==> config.mk <==
export PLATFORM = sky130hd
export DESIGN_NAME = mult_share_arb
export DESIGN_NICKNAME = d
export VERILOG_FILES = /design/src/rtl/mult_share_arb.sv
export SDC_FILE = /design/constraint.sdc
export NUM_CORES = 1
export LEC_CHECK = 0
export CAP_MARGIN = 25
export CORE_AREA = 5 5 176 178
export DETAILED_ROUTE_END_ITERATION = 8
export DIE_AREA = 0 0 181 183
export PLACE_DENSITY_LB_ADDON = 0.1
export SKIP_CTS_REPAIR_TIMING = 1
export SLEW_MARGIN = 20
export SYNTH_ARGS = -nofsm -noshare
export SYNTH_HDL_FRONTEND = slang
export SYNTH_SLANG_ARGS = --single-unit
==> constraint.sdc <==
create_clock -name clock -period 2.2 [get_ports clock]
set_input_delay 0.44 -clock clock [delete_from_list [all_inputs] [get_ports clock]]
set_output_delay 0.44 -clock clock [all_outputs]
set_load 0.05 [all_outputs]
==> src/rtl/mult_share_arb.sv <==
// mult_share_arb: round-robin sequencer sharing one sequential 32x32 signed
// multiplier between NREQ requesters.
module mult_share_arb #(
  parameter int NREQ    = 4,
  parameter int TIMEOUT = 40
) (
  input  logic                 clock,
  input  logic                 reset,
  input  logic [NREQ-1:0]      req,
  input  logic [NREQ*32-1:0]   req_mlier,
  input  logic [NREQ*32-1:0]   req_mcand,
  output logic [NREQ-1:0]      gnt,
  output logic [NREQ-1:0]      done,
  output logic [63:0]          prodt_out,
  output logic                 err,
  output logic                 m_start,
  output logic [31:0]          m_mlier,
  output logic [31:0]          m_mcand,
  input  logic                 m_valid,
  input  logic [63:0]          m_prodt
);

  localparam int PW = (NREQ > 1) ? $clog2(NREQ) : 1;
  localparam int CW = $clog2(TIMEOUT + 1);

  typedef enum logic [1:0] {
    IDLE    = 2'd0,
    RUN     = 2'd1,
    CAPTURE = 2'd2,
    RELEASE = 2'd3
  } state_t;

  state_t            state_q, state_d;
  logic [PW-1:0]     rr_q, rr_d;
  logic [PW-1:0]     win_q, win_d;
  logic [CW-1:0]     cnt_q, cnt_d;
  logic [NREQ-1:0]   gnt_q, gnt_d;
  logic [NREQ-1:0]   done_q, done_d;
  logic [63:0]       prodt_q, prodt_d;
  logic              err_q, err_d;
  logic              start_q, start_d;
  logic [31:0]       mlier_q, mlier_d;
  logic [31:0]       mcand_q, mcand_d;

  logic              pick_ok;
  logic [PW-1:0]     pick;
  int unsigned       scan_idx;

  // Scan upward from the round-robin pointer, wrapping at NREQ-1.
  always_comb begin
    pick_ok  = 1'b0;
    pick     = '0;
    scan_idx = 0;
    for (int unsigned k = 0; k < NREQ; k++) begin
      scan_idx = (int'(rr_q) + k) % NREQ;
      if (!pick_ok && req[scan_idx]) begin
        pick_ok = 1'b1;
        pick    = PW'(scan_idx);
      end
    end
  end

  always_comb begin
    state_d = state_q;
    rr_d    = rr_q;
    win_d   = win_q;
    cnt_d   = cnt_q;
    gnt_d   = '0;
    done_d  = '0;
    prodt_d = prodt_q;
    err_d   = err_q;
    start_d = start_q;
    mlier_d = mlier_q;
    mcand_d = mcand_q;
    case (state_q)
      IDLE: begin
        if (pick_ok) begin
          win_d       = pick;
          mlier_d     = req_mlier[32*int'(pick) +: 32];
          mcand_d     = req_mcand[32*int'(pick) +: 32];
          start_d     = 1'b1;
          gnt_d[pick] = 1'b1;
          cnt_d       = '0;
          state_d     = RUN;
        end
      end
      RUN: begin
        cnt_d = cnt_q + CW'(1);
        if (m_valid) begin
          state_d = CAPTURE;
        end else if (cnt_q == CW'(TIMEOUT - 1)) begin
          err_d   = 1'b1;
          start_d = 1'b0;
          state_d = RELEASE;
        end
      end
      CAPTURE: begin
        prodt_d       = m_prodt;
        done_d[win_q] = 1'b1;
        start_d       = 1'b0;
        rr_d          = (win_q == PW'(NREQ - 1)) ? '0 : win_q + PW'(1);
        state_d       = RELEASE;
      end
      RELEASE: begin
        state_d = IDLE;
      end
      default: begin
        state_d = IDLE;
      end
    endcase
  end

  always_ff @(posedge clock) begin
    if (reset) begin
      state_q <= IDLE;
      rr_q    <= '0;
      win_q   <= '0;
      cnt_q   <= '0;
      gnt_q   <= '0;
      done_q  <= '0;
      prodt_q <= '0;
      err_q   <= 1'b0;
      start_q <= 1'b0;
      mlier_q <= '0;
      mcand_q <= '0;
    end else begin
      state_q <= state_d;
      rr_q    <= rr_d;
      win_q   <= win_d;
      cnt_q   <= cnt_d;
      gnt_q   <= gnt_d;
      done_q  <= done_d;
      prodt_q <= prodt_d;
      err_q   <= err_d;
      start_q <= start_d;
      mlier_q <= mlier_d;
      mcand_q <= mcand_d;
    end
  end

  assign gnt       = gnt_q;
  assign done      = done_q;
  assign prodt_out = prodt_q;
  assign err       = err_q;
  assign m_start   = start_q;
  assign m_mlier   = mlier_q;
  assign m_mcand   = mcand_q;

endmodule

==> results of run 1 <==
[sequential cells by signal, summed over array words and instances (netlist names)]
name and flops:
rr_q 2, gnt 4, m_mcand 32, state_q 2, prodt_out 64, done 4
m_start 1, err 1, win_q 2, cnt_q 6, m_mlier 32
[cell usage after synthesis, types with 4 or more instances]
library cell	count	share of area, %
mux2i_1	67	10
nor2_1	148	8.4
buf_1	7	0.40
a211oi_1	66	7.5
and2_1	5	0.47
nand2_1	8	0.45
ha_1	10	1.9
dfxtp_1	150	45
buf_2	24	1.8
clkbuf_1	34	1.9
nor3b_1	4	0.45
a21oi_1	71	5.4
inv_1	8	0.45
a222oi_1	64	9.7
o21ai_0	5	0.38
buf_6	6	1.0
nor2b_1	7	0.66
[cells by family (layout without fill, tap and decap cells)]
family | after synthesis | in the layout
flops | 150 | 150
compound gates | 224 | 224
buf+inv | 79 | 537
other cells | 0 | 2
simple gates | 182 | 182
xor+xnor | 3 | 3
fa+ha+maj | 10 | 10
mux | 67 | 67
[where the power goes]
group,internal (mW),total (mW),switching (mW)
Clock,1.50,2.90,1.39
Combinational,3.36,8.81,5.44
Sequential,3.54,4.02,0.482
Total,8.40,15.7,7.32
[stage by stage]
stage | hold slack, ns | area [sq um] | std cells | util, % | total power [mW]
after floorplan | 0.4692 | 6618 | 715 | - | 9.541
after global placement | 0.4705 | 11850 | 1531 | 40.52 | 12.94
after detailed placement | 0.4816 | 11850 | 1531 | 40.52 | 12.96
after CTS | 0.4283 | 12410 | 1563 | 42.45 | 15.97
after global routing | 0.4455 | 12420 | 1565 | 42.47 | 16.61
final | 0.4479 | 12420 | 1565 | 42.47 | 15.72
[area by class of cell]
cell class,count,share of cell area (%)
clock inverters,14,1.088
inverters,8,0.2418
diodes,2,0.04030
multi-input cells,486,26.30
flip-flops and latches,150,24.18
repair buffers,497,40.76
clock buffers,18,3.456
well taps,390,3.929
[final timing paths]
| check | to | slack (ns) | cells after the start |
|---|---|---|---|
| max | m_mcand[31] | 0.11 | 1 |
| min | cnt_q[1]$_SDFFE_PP0P_ | 0.45 | 2 |
| max reg2reg | m_mcand[13]$_SDFFE_PP0P_ | 0.34 | 6 |
| min reg2reg | prodt_out[52]$_SDFFE_PP0N_ | 0.50 | 2 |
[per-layer routing]
layer | part of all wire [%] | vias to the layer above | global-route usage [%]
met5 | 0.14 | - | 0
met4 | 1.7 | 8 | 4.323
met3 | 10 | 36 | 7.418
met2 | 49 | 343 | 31.23
met1 | 39 | 3522 | 21.21
li1 | - | 3574 | -
==> impl_metrics.sql, run 1 <==
INSERT INTO impl_metrics (metric_group, metric, value, unit) VALUES
('setup_path', 'worst_path_max_delay_cell', 'clkdlybuf4s50_1', ''),
('synthesis', 'synthArstFlopShare', '0', '%'),
('synthesis', 'syn_inst', '715', ''),
('flow_run', 'maxCapViolations', '0', ''),
('placed_design', 'io_buffers', '464', ''),
('clock_network', 'worst_setup_hold_path_clk_slew', '0.08', 'ns'),
('synthesis', 'syn_nets', '1052', ''),
('setup_path', 'path_cells', 'clkdlybuf4s50_1', ''),
('die', 'initial_core_util', '22.63', '%'),
('routing', 'drt_first_iter_violations', '468', ''),
('timing', 'final_report_setup_violation_count', '0', ''),
('setup_path', 'largest_fanout_on_the_critical_path', '2', ''),
('placed_design', 'post-place-ws', '-0.1894', 'ns'),
('timing', 'report.final.slew_viol_count', '0', ''),
('hold_path', 'min-delay-start', 'reset', ''),
('timing', 'grt_setup_unrepaired', 'no', ''),
('clock_network', 'cts-root-to-sink-buffers', '2', ''),
('global_route', 'grt_remaining_overflow', '0', ''),
('routing', 'route.antenna.remaining_nets', '0', ''),
('die', 'core.rowCount', '63', ''),
('die', 'die_w', '181', 'microns'),
('synthesis', 'flop_and_latch_count_out_of_synthesis', '150', ''),
('synthesis', 'postSynthAreaPerCell', '9.255', 'sq um'),
('setup_path', 'cp-startpoint', 'm_mcand[31]$_SDFFE_PP0P_', ''),
('power_and_ir_drop', 'worst_ir_drop_vdd', '0.6060', 'mV'),
('outcome', 'run_status', 'complete, no violations', ''),
('routing', 'drc_violations_left', '0', ''),
('hold_path', 'path_type_of_the_worst_min_delay_path', 'input pin to register', ''),
('routing', 'vias', '7483', ''),
('final_layout', 'n_fill_cell', '2864', ''),
('timing', 'finalClockSkew', '0.01958', 'ns'),
('timing', 'final_hold_viol_count', '0', ''),
('clock_network', 'worst_skew_pair_latency', '0.42', 'ns'),
('final_layout', 'post_route_cells_drive_above_1_share', '6.820', '%'),
('die', 'design.portCount', '465', ''),
('final_layout', 'design.final.nets', '1497', ''),
('placed_design', 'detailedPlacementHpwl', '23.57', 'mm'),
('die', 'coreArea', '0.02924', 'sq mm'),
('setup_path', 'critPathRequiredTime', '1.76', 'ns'),
('setup_path', 'worst-path-buf-inv', '1', ''),
('timing', 'worst-slew-pin-transition', '0.5762', 'ns'),
('power_and_ir_drop', 'leakagePower', '4.505', 'nW'),
('synthesis', 'yosys-mux-area-fraction', '10.13', '%'),
('setup_path', 'cp.arrival', '1.65', 'ns'),
('placed_design', 'gp_congestion', '0.8789', ''),
('setup_path', 'critical-path-max-stage-delay', '0.84', 'ns'),
('synthesis', 'prevailing_post_synth_register_cell', 'dfxtp_1', ''),
('synthesis', 'synth_enable_flop_cells', '0', ''),
('timing', 'max_freq', '0.4792', 'GHz'),
('synthesis', 'syn_area', '0.006618', 'sq mm'),
('routing', 'avgViaCountPerCell', '4.781', ''),
('routing', 'wl_per_cell', '20.66', 'microns'),
('final_layout', 'layout.cells.most_common_list', 'clkdlybuf4s50_1 (457), dfxtp_1 (150), nor2_1 (148)', ''),
('routing', 'finalWirelength', '32.34', 'mm'),
('synthesis', 'synth_seq_area_share', '45.38', '%'),
('synthesis', 'synth_compound_area_share', '25.01', '%'),
('die', 'die_height', '183', 'microns'),
('final_layout', 'combined_area_of_the_multi_input_logic_cells', '0.003267', 'sq mm'),
('final_layout', 'final_common_cell', 'clkdlybuf4s50_1', ''),
('global_route', 'largest_net_degree_at_the_start_of_global_routing', '54', ''),
('clock_network', 'root_buffer', 'clkbuf_16', ''),
('setup_path', 'critical_path.reg2reg.startpoint', 'rr_q[1]$_SDFFE_PP0N_', ''),
('setup_path', 'critPathCaptureType', 'output port', ''),
('setup_path', 'crit_type', 'register to output port', ''),
('global_route', 'antenna_found_initial', '6', ''),
('synthesis', 'ys_warn_count', '0', ''),
('timing', 'tns', '0', 'ns'),
('synthesis', 'post_synth_and_or_nand_nor_area_fraction', '11.57', '%'),
('clock_network', 'cts_tree', 'yes', ''),
('global_route', 'grt_pass1_wl', '47.51', 'mm'),
('timing', 'final_min_period_over_clock_period', '94.86', '%');
(Power assumes the default switching activity.)
==> run 2, diff against run 1 <==
MAX_ROUTING_LAYER = met4   (was not set)
==> run 2 against run 1 <==
Compared with the run above:
- the flow now finishes with violations (DRC)
- non-clock buffer count did not move
- via count fell by 0.55%
- design area barely moved
- sequential power barely moved
- combinational power barely moved
- routed wire length fell by 0.14%
- fmax rose by 0.27%
- worst setup slack improved by 0.0056 ns
- critical endpoint unchanged
==> impl_metrics.sql, run 2 (synthesis results as in run 1) <==
INSERT INTO impl_metrics (metric_group, metric, value, unit) VALUES
('clock_network', 'cts_sinks', '150', ''),
('routing', 'drc_violations_left', '1', ''),
('timing', 'finalClockSkew', '0.01452', 'ns'),
('final_layout', 'layout.cells.most_common_list', 'clkdlybuf4s50_1 (457), dfxtp_1 (150), nor2_1 (148)', ''),
('power_and_ir_drop', 'worst_ir_drop_vdd', '0.6007', 'mV'),
('setup_path', 'cp.arrival', '1.64', 'ns'),
('routing', 'vias', '7442', ''),
('setup_path', 'critical_path.reg2reg.startpoint', 'rr_q[1]$_SDFFE_PP0N_', ''),
('final_layout', 'n_fill_cell', '2864', ''),
('final_layout', 'post_route_cells_drive_above_1_share', '6.820', '%'),
('global_route', 'grt_use_total', '18.68', '%'),
('timing', 'tns', '0', 'ns'),
('flow_run', 'maxCapViolations', '0', ''),
('setup_path', 'critPathRequiredTime', '1.76', 'ns'),
('clock_network', 'root_buffer', 'clkbuf_16', ''),
('placed_design', 'gp_congestion', '0.8935', ''),
('routing', 'finalWirelength', '32.29', 'mm'),
('power_and_ir_drop', 'leakagePower', '4.505', 'nW'),
('timing', 'report.final.slew_viol_count', '0', ''),
('setup_path', 'largest_fanout_on_the_critical_path', '2', ''),
('timing', 'final_hold_viol_count', '0', ''),
('power_and_ir_drop', 'power_per_unit_of_standard_cell_area', '1264', 'mW/mm^2'),
('timing', 'timing.slew.headroom', '61.69', '%'),
('setup_path', 'endpoint_of_the_most_critical_register_to_register_path', 'm_mlier[6]$_SDFFE_PP0P_', ''),
('timing', 'timing.final.crit_period', '2.081', 'ns'),
('hold_path', 'path_type_of_the_worst_min_delay_path', 'input pin to register', ''),
('setup_path', 'r2r_cells', '6', ''),
('global_route', 'largest_net_degree_at_the_start_of_global_routing', '54', ''),
('die', 'die_w', '181', 'microns'),
('clock_network', 'cts_tree', 'yes', ''),
('setup_path', 'critPathCaptureType', 'output port', ''),
('clock_network', 'maximum_level_of_the_cts_h_tree', '4', ''),
('power_and_ir_drop', 'sw_frac_of_total', '46.51', '%'),
('routing', 'avgViaCountPerCell', '4.743', ''),
('setup_path', 'critPathCapture', 'm_mcand[31]', ''),
('setup_path', 'r2r_slack', '0.35', 'ns'),
('setup_path', 'worst-path-buf-inv', '1', ''),
('clock_network', 'cts-buffers-inserted', '17', ''),
('routing', 'wl_per_cell', '20.58', 'microns'),
('die', 'die-area', '0.03312', 'sq mm'),
('die', 'design.portCount', '465', ''),
('global_route', 'vias_in_the_first_global_route', '7662', ''),
('routing', 'detail_route.first_pass.iterations', '9', ''),
('setup_path', 'setup.worst_path.start_class', 'register', ''),
('hold_path', 'min-delay-start', 'reset', ''),
('setup_path', 'path_cells', 'clkdlybuf4s50_1', ''),
('outcome', 'run_status', 'finished, violations left', ''),
('setup_path', 'logic_depth_of_the_worst_path_buffers_included', '1', ''),
('setup_path', 'worst_path_max_delay_cell', 'clkdlybuf4s50_1', ''),
('outcome', 'violations_in_the_final_reports', 'DRC', ''),
('die', 'die_height', '183', 'microns'),
('timing', 'grt_setup_unrepaired', 'no', ''),
('final_layout', 'final_common_cell', 'clkdlybuf4s50_1', ''),
('die', 'coreArea', '0.02924', 'sq mm'),
('final_layout', 'design.final.nets', '1497', ''),
('timing', 'final_report_setup_violation_count', '0', ''),
('global_route', 'grt_remaining_overflow', '0', ''),
('routing', 'drt_first_iter_violations', '494', ''),
('clock_network', 'cts-root-to-sink-buffers', '2', ''),
('final_layout', 'fin_util', '42.50', '%'),
('power_and_ir_drop', 'netSwitchingPower', '7.307', 'mW'),
('routing', 'route.antenna.remaining_nets', '0', ''),
('clock_network', 'worst_skew_pair_latency', '0.42', 'ns'),
('timing', 'max_freq', '0.4805', 'GHz'),
('global_route', 'grt_pass1_wl', '47.43', 'mm'),
('die', 'core.rowCount', '63', ''),
('die', 'initial_core_util', '22.63', '%'),
('final_layout', 'combined_area_of_the_multi_input_logic_cells', '0.003267', 'sq mm'),
('setup_path', 'cp-startpoint', 'm_mcand[31]$_SDFFE_PP0P_', ''),
('placed_design', 'detailedPlacementHpwl', '23.57', 'mm'),
('setup_path', 'cpLargestDelayFamily', 'buffers and inverters', ''),
('power_and_ir_drop', 'pwr-share-seq', '25.6', '%'),
('placed_design', 'post-place-ws', '-0.1894', 'ns'),
('hold_path', 'hold_path_depth', '2', ''),
('setup_path', 'critical-path-max-stage-delay', '0.84', 'ns'),
('setup_path', 'crit_type', 'register to output port', ''),
('final_layout', 'area_growth', '87.82', '%'),
('final_layout', 'final-seq-area', '0.003003', 'sq mm'),
('final_layout', 'largest_reg_flops', '64', ''),
('timing', 'final_min_period_over_clock_period', '94.61', '%'),
('global_route', 'antenna_found_initial', '6', ''),
('power_and_ir_drop', 'clock_power_share', '18.4', '%'),
('placed_design', 'io_buffers', '464', ''),
('power_and_ir_drop', 'power.combinational.fraction', '56.0', '%'),
('clock_network', 'worst_setup_hold_path_clk_slew', '0.08', 'ns'),
('timing', 'worst-slew-pin-transition', '0.5729', 'ns'),
('power_and_ir_drop', 'p_int', '8.405', 'mW'),
('timing', 'worst_slack', '0.1186', 'ns');
==> run 2: cell types whose count changed in the layout (fill, tap and decap cells not counted), sizes merged <==
cell / change
diode: +4
==> run 2: power by group through the flow <==
| stage | Sequential (mW) | Clock [mW] | Combinational (mW) |
|---|---|---|---|
| after floorplan | 6.62 | 0 | 2.92 |
| after global placement | 4.06 | 0 | 8.89 |
| after detailed placement | 4.07 | 0 | 8.89 |
| after CTS | 4.03 | 3.02 | 8.92 |
| after global routing | 4.13 | 3.12 | 9.36 |
| final | 4.02 | 2.89 | 8.80 |
==> run 2: layout make-up <==
cell class / count / share of cell area (%)
timing repair buffer: 497 / 40.73
multi-input combinational: 486 / 26.28
sequential: 150 / 24.16
tap: 390 / 3.926
clock buffer: 18 / 3.453
clock inverter: 14 / 1.087
inverter: 8 / 0.2416
antenna: 6 / 0.1208
==> run 2: metrics by stage <==
stage | total power [mW] | cells | cell area (sq um) | hold WS (ns)
after global routing | 16.61 | 1569 | 12430 | 0.4463
final | 15.71 | 1569 | 12430 | 0.4489
after detailed placement | 12.96 | 1531 | 11850 | 0.4816
after CTS | 15.97 | 1563 | 12410 | 0.4283
after global placement | 12.94 | 1531 | 11850 | 0.4705
after floorplan | 9.541 | 715 | 6618 | 0.4692
==> run 2: how the worst min path moves through the flow <==
stage	endpoint	slack (ns)
2_1_floorplan	win_q[1]$_SDFFE_PP0P_	0.47
3_3_place_gp	prodt_out[14]$_SDFFE_PP0N_	0.47
3_5_place_dp	prodt_out[31]$_SDFFE_PP0N_	0.48
4_1_cts	cnt_q[1]$_SDFFE_PP0P_	0.43
5_1_grt	state_q[0]$_SDFFE_PP0P_	0.45
6_report	cnt_q[1]$_SDFFE_PP0P_	0.45
==> run 2: per-layer routing <==
layer | GRT usage, % | share of wire (%) | vias up | wire length (microns)
met5 | - | 0 | - | 0
met3 | 6.763 | 9.0 | 19 | 2919
li1 | - | - | 3584 | -
met2 | 31.20 | 49 | 323 | 15970
met1 | 21.70 | 40 | 3516 | 13010
met4 | 4.233 | 1.2 | 0 | 391
